==> src/rtl/load_seq_unit_if.sv <==
// load_seq_unit_if: request, memory and response signals of the load sequencer.
// "slave" is the unit's view; "master" is the surrounding environment
// (requesting core, memory and result consumer).
interface load_seq_unit_if #(
  parameter int XLEN = 32
);
  logic            req_valid;
  logic            req_ready;
  logic [2:0]      funct3;
  logic [XLEN-1:0] addr;
  logic [4:0]      rd_idx;
  logic            mem_req;
  logic [XLEN-1:0] mem_addr;
  logic            mem_gnt;
  logic            mem_rvalid;
  logic [XLEN-1:0] mem_rdata;
  logic            rsp_valid;
  logic [XLEN-1:0] rsp_data;
  logic [4:0]      rsp_rd;
  logic            rsp_fault;
  logic            rsp_ready;

  modport slave (
    input  req_valid, funct3, addr, rd_idx, mem_gnt, mem_rvalid, mem_rdata, rsp_ready,
    output req_ready, mem_req, mem_addr, rsp_valid, rsp_data, rsp_rd, rsp_fault
  );

  modport master (
    output req_valid, funct3, addr, rd_idx, mem_gnt, mem_rvalid, mem_rdata, rsp_ready,
    input  req_ready, mem_req, mem_addr, rsp_valid, rsp_data, rsp_rd, rsp_fault
  );
endinterface

==> src/rtl/load_seq_unit.sv <==
// load_seq_unit: sequences one RISC-V style load at a time onto a word-wide
// memory port, extracts and extends the addressed bytes, and returns the result.
// Optional feature macro MISALIGNED_SPLIT_EN: when defined, misaligned loads are
// serviced (one beat inside a word, two beats across a word boundary); when
// undefined, any misaligned load faults and the second-beat states are never used.
module load_seq_unit #(
  parameter int XLEN = 32
) (
  input logic           clk,
  input logic           reset,
  load_seq_unit_if.slave bus
);

  localparam int NB   = XLEN / 8;
  localparam int OFFW = $clog2(NB);

  typedef enum logic [2:0] {
    IDLE  = 3'd0,
    REQ1  = 3'd1,
    WAIT1 = 3'd2,
    REQ2  = 3'd3,
    WAIT2 = 3'd4,
    RESP  = 3'd5
  } state_t;

  state_t          state_r;
  logic [2:0]      funct3_r;
  logic [XLEN-1:0] addr_r;
  logic [4:0]      rd_r;
  logic [XLEN-1:0] beat0_r;

  logic            req_fault_s;
  logic            cross_s;
  logic [XLEN-1:0] line_addr_s;

  // Access size in bytes from the low two funct3 bits (1, 2, 4 or 8).
  function automatic logic [4:0] size_of(input logic [2:0] f3);
    logic [4:0] sz;
    case (f3[1:0])
      2'b00:   sz = 5'd1;
      2'b01:   sz = 5'd2;
      2'b10:   sz = 5'd4;
      default: sz = 5'd8;
    endcase
    return sz;
  endfunction

  // Encodings that can never be serviced at this XLEN.
  function automatic logic illegal_op(input logic [2:0] f3);
    logic bad;
    if (f3 == 3'b111) begin
      bad = 1'b1;
    end else if ((XLEN == 32) && ((f3 == 3'b011) || (f3 == 3'b110))) begin
      bad = 1'b1;
    end else begin
      bad = 1'b0;
    end
    return bad;
  endfunction

  // Pick size bytes at byte offset off out of {beat1, beat0} and extend:
  // the field is pushed to the top of the word and shifted back down,
  // arithmetically for signed loads. LD has no padding so it passes unchanged.
  function automatic logic [XLEN-1:0] extract(input logic [2*XLEN-1:0] dbl,
                                              input logic [OFFW-1:0]   off,
                                              input logic [2:0]        f3);
    logic [XLEN-1:0] low;
    logic [XLEN-1:0] res;
    int              pad;
    low = XLEN'(dbl >> {off, 3'b000});
    pad = XLEN - 8 * int'(size_of(f3));
    if (pad < 0) begin
      pad = 0;
    end else begin
      pad = pad;
    end
    low = low << pad;
    if (f3[2]) begin
      res = low >> pad;
    end else begin
      res = $signed(low) >>> pad;
    end
    return res;
  endfunction

`ifndef MISALIGNED_SPLIT_EN
  logic misaligned_s;

  // Without splitting support the address must be a multiple of the size.
  always_comb begin
    misaligned_s = ((5'(bus.addr[OFFW-1:0]) & (size_of(bus.funct3) - 5'd1)) != 5'd0);
  end
`endif

  // Classify the incoming request and compute the word-aligned first address.
  always_comb begin
`ifdef MISALIGNED_SPLIT_EN
    req_fault_s = illegal_op(bus.funct3);
`else
    req_fault_s = illegal_op(bus.funct3) | misaligned_s;
`endif
    line_addr_s = {bus.addr[XLEN-1:OFFW], {OFFW{1'b0}}};
  end

  // A second beat is needed when the accepted access runs past its word.
  always_comb begin
`ifdef MISALIGNED_SPLIT_EN
    cross_s = ((5'(addr_r[OFFW-1:0]) + size_of(funct3_r)) > 5'(NB));
`else
    cross_s = 1'b0;
`endif
  end

  // Load sequencer FSM; every interface output is registered here.
  always_ff @(posedge clk) begin
    if (reset) begin
      state_r        <= IDLE;
      funct3_r       <= 3'd0;
      addr_r         <= {XLEN{1'b0}};
      rd_r           <= 5'd0;
      beat0_r        <= {XLEN{1'b0}};
      bus.req_ready  <= 1'b1;
      bus.mem_req    <= 1'b0;
      bus.mem_addr   <= {XLEN{1'b0}};
      bus.rsp_valid  <= 1'b0;
      bus.rsp_data   <= {XLEN{1'b0}};
      bus.rsp_rd     <= 5'd0;
      bus.rsp_fault  <= 1'b0;
    end else begin
      case (state_r)
        IDLE: begin
          if (bus.req_valid && bus.req_ready) begin
            funct3_r      <= bus.funct3;
            addr_r        <= bus.addr;
            rd_r          <= bus.rd_idx;
            bus.req_ready <= 1'b0;
            if (req_fault_s) begin
              // Faults answer immediately and never touch memory.
              state_r       <= RESP;
              bus.rsp_valid <= 1'b1;
              bus.rsp_fault <= 1'b1;
              bus.rsp_data  <= {XLEN{1'b0}};
              bus.rsp_rd    <= bus.rd_idx;
            end else begin
              state_r      <= REQ1;
              bus.mem_req  <= 1'b1;
              bus.mem_addr <= line_addr_s;
            end
          end else begin
            bus.req_ready <= 1'b1;
          end
        end
        REQ1: begin
          if (bus.mem_gnt) begin
            state_r     <= WAIT1;
            bus.mem_req <= 1'b0;
          end else begin
            state_r <= REQ1;
          end
        end
        WAIT1: begin
          if (bus.mem_rvalid) begin
            if (cross_s) begin
              // Next word wraps naturally at the top of the address space.
              state_r      <= REQ2;
              beat0_r      <= bus.mem_rdata;
              bus.mem_req  <= 1'b1;
              bus.mem_addr <= bus.mem_addr + XLEN'(NB);
            end else begin
              state_r       <= RESP;
              bus.rsp_valid <= 1'b1;
              bus.rsp_fault <= 1'b0;
              bus.rsp_rd    <= rd_r;
              bus.rsp_data  <= extract({{XLEN{1'b0}}, bus.mem_rdata},
                                       addr_r[OFFW-1:0], funct3_r);
            end
          end else begin
            state_r <= WAIT1;
          end
        end
        REQ2: begin
          if (bus.mem_gnt) begin
            state_r     <= WAIT2;
            bus.mem_req <= 1'b0;
          end else begin
            state_r <= REQ2;
          end
        end
        WAIT2: begin
          if (bus.mem_rvalid) begin
            state_r       <= RESP;
            bus.rsp_valid <= 1'b1;
            bus.rsp_fault <= 1'b0;
            bus.rsp_rd    <= rd_r;
            bus.rsp_data  <= extract({bus.mem_rdata, beat0_r},
                                     addr_r[OFFW-1:0], funct3_r);
          end else begin
            state_r <= WAIT2;
          end
        end
        RESP: begin
          // req_ready rises only in the following cycle, so no request can
          // be taken in the same cycle the result is consumed.
          if (bus.rsp_ready) begin
            state_r       <= IDLE;
            bus.rsp_valid <= 1'b0;
            bus.req_ready <= 1'b1;
          end else begin
            state_r <= RESP;
          end
        end
        default: begin
          state_r       <= IDLE;
          bus.req_ready <= 1'b1;
          bus.mem_req   <= 1'b0;
          bus.rsp_valid <= 1'b0;
        end
      endcase
    end
  end

endmodule

==> src/flat_wrapper.sv <==
// flat-port wrapper written by rule: the top's interface ports become plain ports
module load_seq_unit_flat 
#(
  parameter int XLEN = 32
)
  (clk, reset, bus_req_valid, bus_funct3, bus_addr, bus_rd_idx, bus_mem_gnt, bus_mem_rvalid, bus_mem_rdata, bus_rsp_ready, bus_req_ready, bus_mem_req, bus_mem_addr, bus_rsp_valid, bus_rsp_data, bus_rsp_rd, bus_rsp_fault);
  load_seq_unit_if #(.XLEN(XLEN)) bus_i ();
  input logic clk;
  input logic reset;
  input wire logic [$bits(bus_i.req_valid)-1:0] bus_req_valid;
  input wire logic [$bits(bus_i.funct3)-1:0] bus_funct3;
  input wire logic [$bits(bus_i.addr)-1:0] bus_addr;
  input wire logic [$bits(bus_i.rd_idx)-1:0] bus_rd_idx;
  input wire logic [$bits(bus_i.mem_gnt)-1:0] bus_mem_gnt;
  input wire logic [$bits(bus_i.mem_rvalid)-1:0] bus_mem_rvalid;
  input wire logic [$bits(bus_i.mem_rdata)-1:0] bus_mem_rdata;
  input wire logic [$bits(bus_i.rsp_ready)-1:0] bus_rsp_ready;
  output wire logic [$bits(bus_i.req_ready)-1:0] bus_req_ready;
  output wire logic [$bits(bus_i.mem_req)-1:0] bus_mem_req;
  output wire logic [$bits(bus_i.mem_addr)-1:0] bus_mem_addr;
  output wire logic [$bits(bus_i.rsp_valid)-1:0] bus_rsp_valid;
  output wire logic [$bits(bus_i.rsp_data)-1:0] bus_rsp_data;
  output wire logic [$bits(bus_i.rsp_rd)-1:0] bus_rsp_rd;
  output wire logic [$bits(bus_i.rsp_fault)-1:0] bus_rsp_fault;
  assign bus_i.req_valid = bus_req_valid;
  assign bus_i.funct3 = bus_funct3;
  assign bus_i.addr = bus_addr;
  assign bus_i.rd_idx = bus_rd_idx;
  assign bus_i.mem_gnt = bus_mem_gnt;
  assign bus_i.mem_rvalid = bus_mem_rvalid;
  assign bus_i.mem_rdata = bus_mem_rdata;
  assign bus_i.rsp_ready = bus_rsp_ready;
  assign bus_req_ready = bus_i.req_ready;
  assign bus_mem_req = bus_i.mem_req;
  assign bus_mem_addr = bus_i.mem_addr;
  assign bus_rsp_valid = bus_i.rsp_valid;
  assign bus_rsp_data = bus_i.rsp_data;
  assign bus_rsp_rd = bus_i.rsp_rd;
  assign bus_rsp_fault = bus_i.rsp_fault;
  load_seq_unit #(.XLEN(XLEN)) u_core (.clk(clk), .reset(reset), .bus(bus_i));
endmodule
==> config.mk <==
export PLATFORM = sky130hd
export DESIGN_NAME = load_seq_unit_flat
export DESIGN_NICKNAME = d
export VERILOG_FILES = /design/src/rtl/load_seq_unit_if.sv /design/src/rtl/load_seq_unit.sv /design/src/flat_wrapper.sv
export SDC_FILE = /design/constraint.sdc
export NUM_CORES = 1
export LEC_CHECK = 0
export CORE_ASPECT_RATIO = 0.7
export CORE_MARGIN = 3
export CORE_UTILIZATION = 49
export CTS_CLUSTER_SIZE = 8
export DETAILED_ROUTE_END_ITERATION = 10
export MAX_ROUTING_LAYER = met4
export PLACE_DENSITY = 0.89
export SYNTH_ARGS = -nofsm -noshare
export SYNTH_HDL_FRONTEND = slang
export SYNTH_SLANG_ARGS = --single-unit
==> constraint.sdc <==
create_clock -name clk -period 2.59 [get_ports clk]
set_input_delay 0.518 -clock clk [delete_from_list [all_inputs] [get_ports clk]]
set_output_delay 0.518 -clock clk [all_outputs]
set_load 0.005 [all_outputs]
==> results.toml <==
[timing]
min_period_over_period_pct = 85.0
setup_total_negative_slack_ns = 0
clock_skew_ns = 0.00814
finalSetupViolations = 0
maxSlewViolCount = 0
rsz0062_at_grt = "no"
timing_worst_slew_pin_value_ns = 0.763
clock.fmax_mhz = 454
count_of_final_hold_check_violations = 0
layout_min_cycle_time_ns = 2.20
post-route-worst-setup-slack_ns = 0.389
relSlewSlack_pct = 49.1

[finish]
multi_input_gate_area_in_the_final_layout_mm2 = 0.00231
insertedDiodeCount = 0
final-seq-area_mm2 = 0.00168
layout-area-overhead-vs-synth_pct = 43.7
fill_cells = 578
total_non_filler_cell_area_in_the_finished_layout_mm2 = 0.00612
post_layout_nonfiller_instances = 749
drive_above_1_share_pct = 10.4
finalNetCount = 706

[place]
dp_cells = 733
place_ws_ns = 0.193
detailedPlacementHpwl_mm = 10.1
port_buffers = 148
placement.cell_area_mm2 = 0.00581
finalWeightedCongestion = 0.986

[power]
pwrdens_mw_per_mm2 = 770
static-leakage-power_nw = 2.12
p_sw_share_pct = 32.0
sequentialPowerShare_pct = 35.6
power.total_w = 0.00471
clockPowerShare_pct = 28.6
vdd_drop_max_mv = 0.475
power.switching_w = 0.00151
power.internal_w = 0.00320
combPwrFrac_pct = 35.8

[synthesis]
sequential_cell_area_fraction_in_the_yosys_report_pct = 39.5
synth_area_mm2 = 0.00426
synth.largest_area_cell = "dfxtp_1"
post_synth_inst_count = 492
synthDistinctLibCells = 58
synth_enable_flop_cells = 0
ys_seq_elements = 84
most_used_standard_cell_by_instance_count_after_synthesis = "nand2_1"
ys_dominant_reg_cell = "dfxtp_1"
yosys-top-cells-area = "dfxtp_1 (40%), a21oi_1 (8.5%), nand2_1 (7.8%)"
synthesis.area_per_instance_um2 = 8.65
synth-warning-count = 0
netlist.area_leader.share_pct = 39.5
synth_commonest_cells = "nand2_1 (89), dfxtp_1 (84), a21oi_1 (72)"
async_flop_share_pct = 0

[hold_path]
worst_hold_path_stage_count = 2
hold_path_end = "u_core.bus.mem_addr[25]$_SDFFE_PP0P_"
worst_hold_class = "register to register"
worstHoldStart = "u_core.bus.mem_addr[25]$_SDFFE_PP0P_"

[critical_path]
reg2reg_from = "u_core.addr_r[0]$_SDFFE_PP0P_"
r2r_end = "u_core.bus.rsp_data[28]$_SDFFE_PP0P_"
crit_family = "flip-flops"
criticalPathCategory = "register to register"
setup.reg_to_reg.worst_slack_ns = 0.39
cp_num_buf_inv = 1
timing.critical_path.slowest_stage_cell = "dfxtp_1"
worst_setup_path_start_kind = "register"
critical_path_peak_fanout = 15
r2r.worst_path.cells = 5
timing.critical_path.required_ns = 2.86
critical_path_depth = 5
max_stage_delay_ns = 0.62
worst_ep_arrival_time_ns = 2.48
worst_setup_path_end_kind = "register"
crit_path_cell_trace = "buf_4 -> nor2b_1 -> a221oi_1 -> a2bb2oi_1 -> a21oi_2"

[floorplanning]
design.core.area_mm2 = 0.00814
die_x_um = 117
pin_count = 151
rows = 27
start_util_pct = 52.3
die_y_um = 84.0
dieArea_mm2 = 0.00986

[grt]
wire_length_of_the_first_global_routing_pass_mm = 22.2
antenna_violations_before_repair = 0
first_global_vias = 4205
groute.usage.overall_pct = 28.5
grt_remaining_overflow = 0
grt_start_max_net_pins = 58

[clock_network]
cts_buffers = 9
cts_tree = "built"
post-cts-setup-buffer-count = 0
max-clock-path-buffers = 2
clock_insertion_delay_worst_skew_ns = 0.34
clock_transition_at_path_regs_ns = 0.06
holdBufCountCts = 0
cts_repair_resize_count = 0
cts-root-buf = "clkbuf_16"
htreeDepth = 3
cts_sinks = 84

[detailed_routing]
detail_route.wirelength_mm = 14.0
route.detailed.drc = 0
wl_per_cell_um = 18.7
avgViaCountPerCell = 5.82
antenna_violating_nets_post_route = 0
vias = 4357
dr.first_iter.drc_count = 465
first_pass_iters = 6

[outcome]
run_status = "completed"

[run]
max_cap_violations = 0
## cell families after synthesis
group                     after synthesis  synth area share, %
AOI/OAI and AO/OA                     178                 28.0
muxes                                  36                 9.26
buffers and inverters                  46                 6.41
DFF                                    84                 39.5
and+or+nand+nor                       146                 16.5
xor gates and xnor gates                1                0.206
other                                   1               0.0881
## cell usage in the layout, fill, tap and decap left out, drive strengths merged, types with 2 or more instances in the layout
cell type	count
clkdlybuf4s50	147
nand2	89
dfxtp	84
a21oi	82
o21ai	34
nor2	27
mux2i	18
buf	18
mux2	17
a221oi	13
a2bb2oi	12
clkbuf	12
o22a	8
o2111ai	7
nor3	7
nor2b	5
a311oi	5
inv	5
nor4	5
a22oi	3
o221a	3
nor3b	3
nand3	3
a31oi	3
nand2b	2
o31ai	2
conb	2
bufinv	2
clkinv	2
## worst reg2reg max path, stage by stage, from the launching register on
cell and delay (ns):
dfxtp_1 0.62, buf_4 0.34, nor2b_1 0.62, a221oi_1 0.23, a2bb2oi_1 0.19, a21oi_2 0.14
## cell type report
type	count	share of cell area (%)
clock buffers	12	3.87
clock inverters	4	1.21
inverters	5	0.307
multi-input cells	363	37.7
flip-flops and latches	84	27.5
well taps	116	2.37
repair buffers	165	27.0
## power groups by stage
stage               Sequential [W]  Combinational [W]  Clock, W
floorplan                  0.00166           0.000960         0
global placement           0.00169            0.00161         0
detailed placement         0.00170            0.00165         0
CTS                        0.00167            0.00167   0.00136
global route               0.00170            0.00181   0.00141
finish                     0.00168            0.00169   0.00134
## how the worst max path moves through the flow
stage	start	endpoint	slack [ns]
after floorplan	bus_addr[1]	u_core.bus.rsp_data[10]$_SDFFE_PP0P_	0.81
after global placement	bus_addr[0]	u_core.bus.rsp_rd[4]$_SDFFE_PP0P_	0.27
after detailed placement	bus_addr[0]	u_core.bus.rsp_rd[1]$_SDFFE_PP0P_	0.19
after CTS	u_core.addr_r[0]$_SDFFE_PP0P_	u_core.bus.rsp_data[28]$_SDFFE_PP0P_	0.47
after global routing	u_core.addr_r[0]$_SDFFE_PP0P_	u_core.bus.rsp_data[29]$_SDFFE_PP0P_	0.33
final	u_core.addr_r[0]$_SDFFE_PP0P_	u_core.bus.rsp_data[28]$_SDFFE_PP0P_	0.39
## sequential cells by signal, indices dropped and copies added (netlist names)
| name | cells |
|---|---|
| u_core.bus.mem_req | 1 |
| u_core.bus.mem_addr | 30 |
| u_core.rd_r | 5 |
| u_core.bus.rsp_valid | 1 |
| u_core.bus.req_ready | 1 |
| u_core.state_r | 3 |
| u_core.addr_r | 2 |
| u_core.bus.rsp_data | 32 |
| u_core.bus.rsp_fault | 1 |
| u_core.funct3_r | 3 |
| u_core.bus.rsp_rd | 5 |
## metrics by stage
step	hold WS, ns	util [%]
after floorplan	0.448	-
after global placement	0.442	71.3
after detailed placement	0.446	71.3
after CTS	0.454	75.1
after global routing	0.479	75.1
final	0.456	75.1
## metal layers
metal / share of wire [%] / GRT usage, % / up-vias / routed length [µm]
li1: - / - / 2048 / -
met1: 44 / 36.6 / 2056 / 6090
met2: 46 / 44.1 / 235 / 6460
met3: 9.2 / 8.60 / 18 / 1290
met4: 1.1 / 7.35 / 0 / 153
met5: 0 / - / - / 0
No activity file was read; power rests on OpenSTA's default activity.
